--- src/rtl/video_timing_gen.sv ---
// Raster timing generator: pixel position counters, sync/blank decode and
// frame/line strobes for the HDMI pixel pipeline.
module video_timing_gen #(
  parameter int H_ACTIVE = 640,
  parameter int H_FP     = 16,
  parameter int H_SYNC   = 96,
  parameter int H_BP     = 48,
  parameter int V_ACTIVE = 480,
  parameter int V_FP     = 10,
  parameter int V_SYNC   = 2,
  parameter int V_BP     = 33,
  parameter bit HS_POL   = 1'b0,
  parameter bit VS_POL   = 1'b0,
  parameter int CW       = 10
) (
  input  logic          pixel_clk,
  input  logic          reset,
  input  logic          pix_ce,
  input  logic [CW-1:0] irq_line,
  output logic [CW-1:0] drawX,
  output logic [CW-1:0] drawY,
  output logic          hs,
  output logic          vs,
  output logic          active_nblank,
  output logic          sync,
  output logic          line_start,
  output logic          frame_start,
  output logic          line_match,
  output logic [15:0]   frame_count
);

  localparam int H_TOTAL      = H_ACTIVE + H_FP + H_SYNC + H_BP;
  localparam int V_TOTAL      = V_ACTIVE + V_FP + V_SYNC + V_BP;
  localparam int H_SYNC_START = H_ACTIVE + H_FP;
  localparam int H_SYNC_END   = H_SYNC_START + H_SYNC;
  localparam int V_SYNC_START = V_ACTIVE + V_FP;
  localparam int V_SYNC_END   = V_SYNC_START + V_SYNC;

  localparam logic [CW-1:0] H_LAST  = CW'(H_TOTAL - 1);
  localparam logic [CW-1:0] V_LAST  = CW'(V_TOTAL - 1);
  localparam logic [CW-1:0] ONE     = CW'(1);

  logic [CW-1:0] next_x;
  logic [CW-1:0] next_y;
  logic          next_hs_on;
  logic          next_vs_on;
  logic          next_active;
  logic          next_line_start;
  logic          next_frame_start;
  logic          next_line_match;

  // Position one step ahead; every level output is decoded from it so all of
  // them describe the same pixel once registered.
  always_comb begin
    next_x = drawX;
    next_y = drawY;
    if (drawX == H_LAST) begin
      next_x = '0;
      next_y = (drawY == V_LAST) ? '0 : drawY + ONE;
    end else begin
      next_x = drawX + ONE;
    end
  end

  always_comb begin
    next_hs_on  = (int'(next_x) >= H_SYNC_START) && (int'(next_x) < H_SYNC_END);
    next_vs_on  = (int'(next_y) >= V_SYNC_START) && (int'(next_y) < V_SYNC_END);
    next_active = (int'(next_x) < H_ACTIVE) && (int'(next_y) < V_ACTIVE);
  end

  // irq_line values beyond the last line can never equal next_y.
  always_comb begin
    next_line_start  = (next_x == '0);
    next_frame_start = next_line_start && (next_y == '0);
    next_line_match  = next_line_start && (next_y == irq_line);
  end

  always_ff @(posedge pixel_clk or posedge reset) begin
    if (reset) begin
      drawX         <= '0;
      drawY         <= '0;
      hs            <= ~HS_POL;
      vs            <= ~VS_POL;
      active_nblank <= 1'b1;
    end else if (pix_ce) begin
      drawX         <= next_x;
      drawY         <= next_y;
      hs            <= next_hs_on ? HS_POL : ~HS_POL;
      vs            <= next_vs_on ? VS_POL : ~VS_POL;
      active_nblank <= next_active;
    end
  end

  // Strobes only fire on a stepping cycle, so a held position never re-fires.
  always_ff @(posedge pixel_clk or posedge reset) begin
    if (reset) begin
      line_start  <= 1'b0;
      frame_start <= 1'b0;
      line_match  <= 1'b0;
      frame_count <= 16'd0;
    end else begin
      line_start  <= pix_ce && next_line_start;
      frame_start <= pix_ce && next_frame_start;
      line_match  <= pix_ce && next_line_match;
      if (pix_ce && next_frame_start) begin
        frame_count <= frame_count + 16'd1;
      end
    end
  end

  assign sync = 1'b0;

endmodule
--- config.mk ---
export PLATFORM = sky130hd
export DESIGN_NAME = video_timing_gen
export DESIGN_NICKNAME = d
export VERILOG_FILES = /design/src/rtl/video_timing_gen.sv
export SDC_FILE = /design/constraint.sdc
export NUM_CORES = 1
export LEC_CHECK = 0
export ABC_AREA = 0
export CORE_UTILIZATION = 54
export CTS_CLUSTER_DIAMETER = 120
export DETAILED_ROUTE_END_ITERATION = 12
export PLACE_DENSITY = 0.87
export SETUP_SLACK_MARGIN = 0.4
export SLEW_MARGIN = 20
export SYNTH_ARGS = -nofsm -noshare
export SYNTH_HDL_FRONTEND = slang
export SYNTH_SLANG_ARGS = --single-unit
--- constraint.sdc ---
create_clock -name pixel_clk -period 5.46 [get_ports pixel_clk]
set_input_delay 1.638 -clock pixel_clk [delete_from_list [all_inputs] [get_ports pixel_clk]]
set_output_delay 1.638 -clock pixel_clk [all_outputs]
set_load 0.02 [all_outputs]
==> summary.md, run 1 <==
| Metric | Value |
|---|---|
| Post-route setup TNS | `0 ns` |
| Final non-filler cell total | `approximately 400` |
| Routed vias | `roughly 2400` |
| Min Tclk post-route | `approximately 3.8 ns` |
| H-tree Lvls | `2` |
| Post_cts resized | `0` |
| DR vias/cell | `around 6` |
| CP Class | `in -> reg` |
| Gate Count Post-Synth | `between 200 and 300` |
| Port-buffer cells | `54` |
| Synth Area per Inst | `around 9.6 um^2` |
| WL per Instance | `approximately 16 um` |
| Achievable Freq | `between 200 and 300 MHz` |
| Worst vdd ir | `~0.00018 V` |
| Endpoint of the worst register-to-register path | `frame_count[11]` |
| Placed cell count | `386` |
| Crit path from | `pix_ce` |
| Syn nets | `300` |
| P&R area growth vs syn | `25.0%` |
| Final net count | `344` |
| Largest net degree at the start of global routing | `43` |
| Cts bufs inserted | `5` |
| Top-area cell type share of the netlist area | `0.360` |
| Global-route wire length before repair | `10200 um` |
| Dominant cells by area after synthesis | `dfrtp_1 (36%), xnor2_1 (7.7%), xor2_1 (5.8%), nand3_1 (3.0%), dfstp_2 (2.9%)` |
| Slew HR | `0.536` |
| Violation count after the first detailed-route iteration | `about 370` |
| Reg2reg start | `drawX[0]` |
| Worst hold path class | `reg -> reg` |
| Setup Viol. Count Final | `0` |
| Clock Latency Late Sink | `roughly 0.3 ns` |
| Slew Viols, Final | `0` |
| Die X | `72.9 um` |
| Post-CTS Setup Bufs | `0` |
| Vias in the first global route | `2130` |
| CP endpoint kind | `register` |
| Total number of yosys warnings | `0` |
| Clock sinks | `42` |
| Clock Skew | `around 0.0033 ns` |
| TritonCTS clock tree | `done` |
| Final Routed Wirelength | `~6200 um` |
| Drc violations | `0` |
| Initial Utilization | `0.567` |
| Synth Register Bits | `42` |
| Setup crit end | `frame_count[11]` |
| 1st-pass router iterations | `5` |
| Syn Std Cell Area | `between 2000 and 3000 um^2` |
| Fin crit share | `0.694` |
| PwrDens | `about 310 nW/um^2` |
| R2r setup slk | `1.76 ns` |
| Arr. time, crit path | `approximately 4.0 ns` |
| Top Ports | `56` |
| RSZ-0062 raised after global routing | `false` |
| Max Cap Viol | `0` |
| CP startpoint kind | `primary input` |
| Leakage power | `about 1.4 nW` |
| Core ar. | `around 4800 um^2` |
| Hold_sp | `frame_count[15]` |
| ANT cells | `0` |
| Final hold vios | `0` |
| Status | `completed` |
| Die Area | `5310 um^2` |
| Initial antenna violation count | `0` |
| Number of synthesized flops with an enable pin | `0` |
| Library cells used by synthesis | `60` |
| R2R depth | `8` |
| Routability-driven placement congestion ratio | `about 0.96` |
| CTS root buf | `clkbuf_8` |
| GRT overflow | `0` |
| GRT Util Overall | `0.253` |
| Hold buffers post-CTS | `0` |
| Longest Clk Path Bufs | `2` |
| Commonest cells in the netlist | `dfrtp_1 (39), xnor2_1 (24), nor2_1 (20), xor2_1 (18), nand2_1 (17)` |
| Sequential area share after synthesis | `0.389` |
| Synth area leader | `dfrtp_1` |
| CP Max Fanout | `34` |
| Post-route ant nets | `0` |
| Count leader, synth | `dfrtp_1` |
| Req. time, crit path | `5.69 ns` |
| Ys flop type | `dfrtp_1` |
| Clock transition at path regs | `about 0.08 ns` |
| Share of layout cells above drive strength 1 | `0.0979` |
| Row Count | `25` |
| DP HPWL | `~4400 um` |
| Slew @ Worst Pin | `0.687 ns` |
| Share of async-settable or async-resettable flops after synthesis | `1.00` |
| Die H | `72.9 um` |
==> per-stage QoR <==
step | utilization | setup WS [ns] | hold slack [ns] | cell area, um^2 | total power [W]
after floorplan | - | 2.28 | 0.516 | 2710 | 0.000648
after global placement | 0.678 | 1.44 | 0.462 | 3250 | 0.000742
after detailed placement | 0.678 | 1.36 | 0.463 | 3250 | 0.000754
after CTS | 0.708 | 1.68 | 0.475 | 3390 | 0.00106
after global routing | 0.708 | 1.46 | 0.490 | 3390 | 0.00111
final | 0.708 | 1.67 | 0.471 | 3390 | 0.00106
==> where the power goes <==
part / internal, W / switching (W) / leakage, nW
clock: 0.000195 / 0.000114 / 0.0714
combinational: 0.000155 / 0.000173 / 0.799
sequential: 0.000343 / 0.0000813 / 0.518
total: 0.000692 / 0.000368 / 1.39
==> worst min path at each step <==
stage	to	slack [ns]	cells after the start
final	frame_count[15]	0.47	1
after global routing	frame_count[15]	0.49	1
after CTS	frame_count[15]	0.48	1
after detailed placement	frame_count[15]	0.46	1
after global placement	frame_count[15]	0.46	1
after floorplan	hs	0.52	2
==> cell usage in the layout (no fill, tap or decap), drive strengths merged, types with 10 or more instances in the layout <==
master,instances
dfrtp,39
nand2,17
inv,14
nor4,10
clkdlybuf4s50,54
nand3,16
nor3,11
nor2,20
nand4,12
xnor2,24
xor2,18
==> logic make-up (layout without fill, tap and decap cells) <==
logic type / after synthesis / after routing / share of synthesized area
compound gates: 36 / 36 / 0.111
other cells: 1 / 1 / 0.00138
mux: 8 / 8 / 0.0314
xor+xnor: 42 / 42 / 0.136
buf+inv: 33 / 78 / 0.0581
flops: 42 / 42 / 0.389
fa+ha+maj: 5 / 5 / 0.0231
simple gates: 115 / 115 / 0.250
==> routing by layer <==
layer,share of wire,track usage
met2,0.48,0.405
met3,0.065,0.0456
met4,0.033,0.107
met1,0.42,0.340
met5,0,0
==> sequential cells by signal, indices dropped and copies added (netlist names) <==
register       count
drawX             10
active_nblank      1
frame_start        1
vs                 1
frame_count       16
line_match         1
drawY             10
hs                 1
line_start         1
==> area by class of cell <==
class / count / area [um^2]
Sequential cell: 42 / 1050
Timing Repair Buffer: 56 / 556
Multi-Input combinational cell: 207 / 1500
Fill cell: 352 / 1400
Tap cell: 67 / 83.8
Clock buffer: 6 / 82.6
Clock inverter: 2 / 60.1
Inverter: 14 / 52.6
==> worst max-delay path, stage by stage <==
cell and delay [ns]:
clkdlybuf4s50_1 0.45, buf_4 0.31, o2111ai_1 0.22, a2111oi_4 0.46, o2111ai_4 0.38, nor4_2 0.37
xor2_1 0.17
Note: power is estimated with default switching activity, not from simulation.
==> run 2: changes to the inputs <==
--- a/config.mk
+++ b/config.mk
@@ -6,10 +6,10 @@
 export NUM_CORES = 1
 export LEC_CHECK = 0
 export ABC_AREA = 0
-export CORE_UTILIZATION = 54
+export CORE_UTILIZATION = 52
 export CTS_CLUSTER_DIAMETER = 120
 export DETAILED_ROUTE_END_ITERATION = 12
-export PLACE_DENSITY = 0.87
+export PLACE_DENSITY = 0.84
 export SETUP_SLACK_MARGIN = 0.4
 export SLEW_MARGIN = 20
 export SYNTH_ARGS = -nofsm -noshare
==> constraint.sdc (replaced) <==
create_clock -name pixel_clk -period 3.8 [get_ports pixel_clk]
set_input_delay 1.14 -clock pixel_clk [delete_from_list [all_inputs] [get_ports pixel_clk]]
set_output_delay 1.14 -clock pixel_clk [all_outputs]
set_load 0.02 [all_outputs]
==> summary.md, run 2 (same netlist as run 1, synthesis figures left out) <==
| Metric | Value |
|---|---|
| Met1 wire length | `2660 um` |
| Min Tclk post-route | `roughly 3.2 ns` |
| CP max stage delay | `approximately 0.45 ns` |
| TritonCTS clock tree | `done` |
| Endpoint of the worst register-to-register path | `frame_count[11]` |
| Longest Clk Path Bufs | `2` |
| CP bufs+invs | `1` |
| Max Cap Viol | `0` |
| R2r setup slk | `~0.60 ns` |
| Fin crit share | `0.843` |
| Worst Hold Endpoint | `hs` |
| Hold-critical path depth | `2` |
| R2R depth | `9` |
| DP HPWL | `between 4000 and 5000 um` |
| Die Area | `between 5000 and 6000 um^2` |
| RSZ-0062 raised after global routing | `true` |
| Hold slack | `about 0.5 ns` |
| DR vias/cell | `around 5.7` |
| DR WL met2 | `roughly 3000 um` |
| Status | `completed` |
| P&R area growth vs syn | `24.6%` |
| Vias in the first global route | `between 2000 and 2500` |
| Largest net degree at the start of global routing | `43` |
| GRT Util Overall | `0.247` |
| H-tree Lvls | `2` |
| Leakage power | `approximately 1.4 nW` |
| Final Instance Area | `3380 um^2` |
| Worst vdd ir | `roughly 0.00025 V` |
| Post-route ant nets | `0` |
| WL per Instance | `~16 um` |
| Clock Latency Late Sink | `0.30 ns` |
| Biggest register | `frame_count` |
| GRT overflow | `0` |
| Port-buffer cells | `54` |
| Slew @ Worst Pin | `between 0.5 and 0.6 ns` |
| Arr. time, crit path | `3.42 ns` |
| ANT cells | `0` |
| FILL cells | `roughly 400` |
| Final Routed Wirelength | `around 6200 um` |
| Hold_sp | `hs` |
| Slew Viols, Final | `0` |
| Setup Viol. Count Final | `0` |
| Violation count after the first detailed-route iteration | `~230` |
| Placed cell area | `3260 um^2` |
| Core ar. | `between 4000 and 5000 um^2` |
| Clock sinks | `42` |
| Slew HR | `0.626` |
| CP Max Fanout | `10` |
| Met3 wire length | `around 350 um` |
| Worst hold path class | `reg -> reg` |
| CTS root buf | `clkbuf_8` |
| Clock transition at path regs | `roughly 0.08 ns` |
| CP Class | `reg -> reg` |
| Max Used Layer | `met4` |
| CP startpoint kind | `register` |
| Post-route setup TNS | `0 ns` |
| PwrDens | `402 nW/um^2` |
| Share of layout cells above drive strength 1 | `0.106` |
| Achievable Freq | `312 MHz` |
| Req. time, crit path | `roughly 4 ns` |
| Hold buffers post-CTS | `0` |
| Routed vias | `2269` |
| Commonest non-fill, non-tap cells in the layout | `clkdlybuf4s50_1 (54), dfrtp_1 (39), xnor2_1 (24), nor2_1 (20), xor2_1 (18)` |
| Final net count | `approximately 350` |
| Final hold vios | `0` |
| CP endpoint kind | `register` |
| Clock Skew | `between 0.009 and 0.01 ns` |
| Drc violations | `0` |
| Largest registers | `frame_count x16, drawX x10, drawY x10` |
| Top Ports | `between 50 and 60` |
| Commonest non-fill, non-tap cell in the layout | `clkdlybuf4s50_1` |
| Initial antenna violation count | `0` |
| Max reg flops | `16` |
| Row Count | `25` |
| Die X | `74.2 um` |
| 1st-pass router iterations | `4` |
| Initial Utilization | `0.556` |
| Routability-driven placement congestion ratio | `between 0.9 and 1` |
| Crit path max-delay cell type | `dfrtp_1` |
| Die H | `~74 um` |
| CP top delay family | `simple AND/OR/NAND/NOR gates` |
| Global-route wire length before repair | `~10000 um` |
| CP cell instances | `ha_1, nand4_1, buf_4, nor4_1, xnor2_1, and4_1, o2111ai_4, nor4_2, xor2_1` |
| Reg2reg start | `drawX[0]` |
| Cts bufs inserted | `5` |
run 2: changes by cell type in the layout (fill, tap and decap cells not counted), sizes merged:
cell,previous run,this run
clkinvlp,0,1
buf,2,6
clkbuf,6,7
bufinv,2,0
run 2: worst max path at each step:
| stage | start | end | slack (ns) | cells after the start |
|---|---|---|---|---|
| floorplan | drawX[0] | frame_count[1] | 0.82 | 10 |
| global placement | pix_ce | frame_count[11] | 0.59 | 6 |
| detailed placement | pix_ce | frame_count[11] | 0.52 | 6 |
| CTS | drawX[0] | frame_count[11] | 0.57 | 9 |
| global route | drawX[0] | frame_count[11] | 0.34 | 9 |
| finish | drawX[0] | frame_count[11] | 0.60 | 9 |
run 2: report_power, final:
group          leakage, nW  switching, W  internal [W]
clock               0.0385      0.000150      0.000130
sequential           0.518      0.000115      0.000493
combinational        0.823      0.000246      0.000224
total                 1.38      0.000512      0.000846
run 2: final cells by class:
cell class,count,area [um^2],area share
timing repair buffer,60,598,0.177
clock buffer,7,76.3,0.0226
inverter,14,52.6,0.0155
clock inverter,1,7.51,0.00222
sequential,42,1050,0.312
tap,67,83.8,0.0248
multi-input combinational,207,1510,0.446
run 2: per-stage QoR:
| stage | cells | setup slack (ns) | utilization | power [W] |
|---|---|---|---|---|
| after global placement | 388 | 0.590 | 0.668 | 0.00107 |
| final | 398 | 0.596 | 0.693 | 0.00136 |
| after floorplan | 282 | 0.818 | - | 0.000932 |
| after CTS | 396 | 0.570 | 0.686 | 0.00136 |
| after detailed placement | 388 | 0.517 | 0.668 | 0.00108 |
| after global routing | 398 | 0.343 | 0.693 | 0.00144 |
run 2: worst reg2reg max path: cells and delay by family, from the launching register on:
family          cells  cell delay, ns
buf+inv             1            0.27
flops               1            0.45
fa+ha+maj           1            0.31
simple gates        4            1.42
xor+xnor            2            0.43
compound gates      1            0.24
run 2: routing by layer:
metal  up-vias  GRT usage
met5         -          0
met4         0     0.0943
met3        14     0.0407
met2        90      0.422
met1      1070      0.315
li1       1095          -
run 2: timing repair:
action,CTS,global route
setup endpoints to repair,0,8
buffers inserted,0,2
gates resized for setup,0,1
==> run 3: changes to the inputs <==
--- a/config.mk
+++ b/config.mk
@@ -6,10 +6,10 @@
 export NUM_CORES = 1
 export LEC_CHECK = 0
 export ABC_AREA = 0
-export CORE_UTILIZATION = 52
+export CORE_UTILIZATION = 47
 export CTS_CLUSTER_DIAMETER = 120
 export DETAILED_ROUTE_END_ITERATION = 12
-export PLACE_DENSITY = 0.84
+export PLACE_DENSITY = 0.8
 export SETUP_SLACK_MARGIN = 0.4
 export SLEW_MARGIN = 20
 export SYNTH_ARGS = -nofsm -noshare
==> constraint.sdc (replaced) <==
create_clock -name pixel_clk -period 2.59 [get_ports pixel_clk]
set_input_delay 0.777 -clock pixel_clk [delete_from_list [all_inputs] [get_ports pixel_clk]]
set_output_delay 0.777 -clock pixel_clk [all_outputs]
set_load 0.02 [all_outputs]
==> summary.md, run 3 (same netlist as run 1, synthesis figures left out) <==
| Metric | Value |
|---|---|
| Int Pwr | `approximately 0.0015 W` |
| Routed vias | `2706` |
| Commonest non-fill, non-tap cells in the layout | `buf_4 (51), dfrtp_1 (34), clkdlybuf4s50_1 (27), xnor2_1 (23), dlygate4sd2_1 (20)` |
| Port-buffer cells | `54` |
| CP bufs+invs | `3` |
| Initial Utilization | `0.490` |
| PwrDens | `568 nW/um^2` |
| Cts bufs inserted | `5` |
| RSZ-0062 raised after global routing | `true` |
| TritonCTS clock tree | `done` |
| Drc violations | `0` |
| Die H | `78.0 um` |
| CP Class | `reg -> reg` |
| Slew @ Worst Pin | `roughly 0.53 ns` |
| Placed cell count | `434` |
| Status | `finished with violations` |
| CTS root buf | `clkbuf_8` |
| Post-route ant nets | `0` |
| Biggest register | `frame_count` |
| CP max stage delay | `~0.59 ns` |
| Tot Pwr | `~0.0024 W` |
| Layout Utilization | `0.769` |
| Leakage power | `between 2 and 2.5 nW` |
| ANT cells | `0` |
| Row Count | `27` |
| P&R area growth vs syn | `57.1%` |
| Clock sinks | `42` |
| CP Max Fanout | `5` |
| Final Routed Wirelength | `8240 um` |
| Longest Clk Path Bufs | `2` |
| Failing checks | `setup timing` |
| Fin crit share | `1.09` |
| Sw Share | `0.378` |
| Placement Setup Slack | `-0.226 ns` |
| Crit path max-delay cell type | `or4b_4` |
| Commonest non-fill, non-tap cell in the layout | `buf_4` |
| Achievable Freq | `between 300 and 400 MHz` |
| H-tree Lvls | `2` |
| DR vias/cell | `between 5 and 6` |
| Largest registers | `frame_count x16, drawX x10, drawY x10` |
| Largest net degree at the start of global routing | `43` |
| Clock Latency Late Sink | `around 0.30 ns` |
| Die X | `a little under 80 um` |
| Hold buffers post-CTS | `0` |
| Top Ports | `between 50 and 60` |
| Global-route wire length before repair | `~13000 um` |
| Vias in the first global route | `between 2000 and 3000` |
| CP cell instances | `or4b_4, nor3_4, buf_6, o22ai_4, a2111oi_4, o2111ai_4, buf_6, buf_16, nor2_4, xor2_1` |
| Final non-filler cell total | `about 460` |
| Seq pwr share | `0.324` |
| Routability-driven placement congestion ratio | `approximately 0.87` |
| Core ar. | `around 5500 um^2` |
| Most used cell, CP | `buf_6` |
| Post-route setup slack | `-0.240 ns` |
| GRT Util Overall | `0.275` |
| Switching power | `between 0.0009 and 0.001 W` |
| WL per Instance | `17.8 um` |
| Worst hold path class | `reg -> reg` |
| DP HPWL | `about 5100 um` |
| Clock transition at path regs | `~0.09 ns` |
| Setup Viol. Count Final | `17` |
| GRT overflow | `0` |
| Clock Skew | `roughly 0.008 ns` |
| Max Cap Viol | `0` |
| Slew HR | `0.646` |
| Hold slack | `0.467 ns` |
| Final hold vios | `0` |
| CP top delay family | `simple AND/OR/NAND/NOR gates` |
| Min Tclk post-route | `~2.8 ns` |
| Clock power frac | `0.216` |
| Die Area | `slightly above 6000 um^2` |
| CP endpoint kind | `register` |
| 1st-pass router iterations | `5` |
| Initial antenna violation count | `0` |
| Violation count after the first detailed-route iteration | `272` |
| Share of layout cells above drive strength 1 | `0.338` |
| Req. time, crit path | `2.80 ns` |
| Worst vdd ir | `0.000397 V` |
| Final net count | `approximately 410` |
| CP startpoint kind | `register` |
| Slew Viols, Final | `0` |
| Combinational fraction of design power | `0.460` |
| Max reg flops | `16` |
| Arr. time, crit path | `3.04 ns` |
## run 3: worst register-to-register path: stages, from the launching register on
cell and delay, ns:
dfrtp_2 0.41, or4b_4 0.59, nor3_4 0.19, buf_6 0.15, o22ai_4 0.08, a2111oi_4 0.47, o2111ai_4 0.28, buf_6 0.20
buf_16 0.13, nor2_4 0.08, xor2_1 0.16
## run 3: area by class of cell
| class | count | area [um^2] |
|---|---|---|
| Clock buffer | 6 | 72.6 |
| Fill cell | 363 | 1280 |
| Inverter | 14 | 52.6 |
| Timing Repair Buffer | 120 | 1120 |
| Sequential cell | 42 | 1060 |
| Multi-Input combinational cell | 207 | 1830 |
| Tap cell | 72 | 90.1 |
| Clock inverter | 2 | 37.5 |
## run 3: layer usage
metal	GRT usage	wire length, um
met1	0.320	3130
met2	0.495	4190
met3	0.0447	541
met4	0.124	378
met5	0	0
## run 3: through the flow
stage          TNS (ns)  cell area [um^2]
2_1_floorplan    -0.926              2780
3_3_place_gp      -1.63              3640
3_5_place_dp      -2.42              3640
4_1_cts           -1.53              4130
5_1_grt           -4.07              4260
6_report          -2.69              4260
## run 3: power groups by stage
stage               Sequential [W]  Clock [W]  Combinational (W)
global placement          0.000792          0           0.000967
detailed placement        0.000795          0           0.000997
global route              0.000791   0.000552            0.00119
floorplan                 0.000900          0           0.000519
CTS                       0.000783   0.000530            0.00104
finish                    0.000785   0.000523            0.00111
## run 3: what timing repair did
item                                   CTS  global route
buffers inserted                        15             5
endpoints found under the hold margin    0             0
gates cloned                             1             0
gates resized for setup                 69            24
pin swaps                               42            16
setup endpoints to repair               40            31
## run 3: path summary, 6_finish.rpt
kind	end	slack (ns)	cells past startpoint	from
hold / removal	frame_count[15]	0.47	1	frame_count[15]
max in group asynchronous	drawX[0]	1.29	3	reset
min in group asynchronous	drawX[2]	0.91	3	reset
setup reg to reg	frame_count[2]	-0.24	10	drawX[6]
setup / recovery	frame_count[2]	-0.24	10	drawX[6]
hold reg to reg	frame_count[15]	0.47	1	frame_count[15]
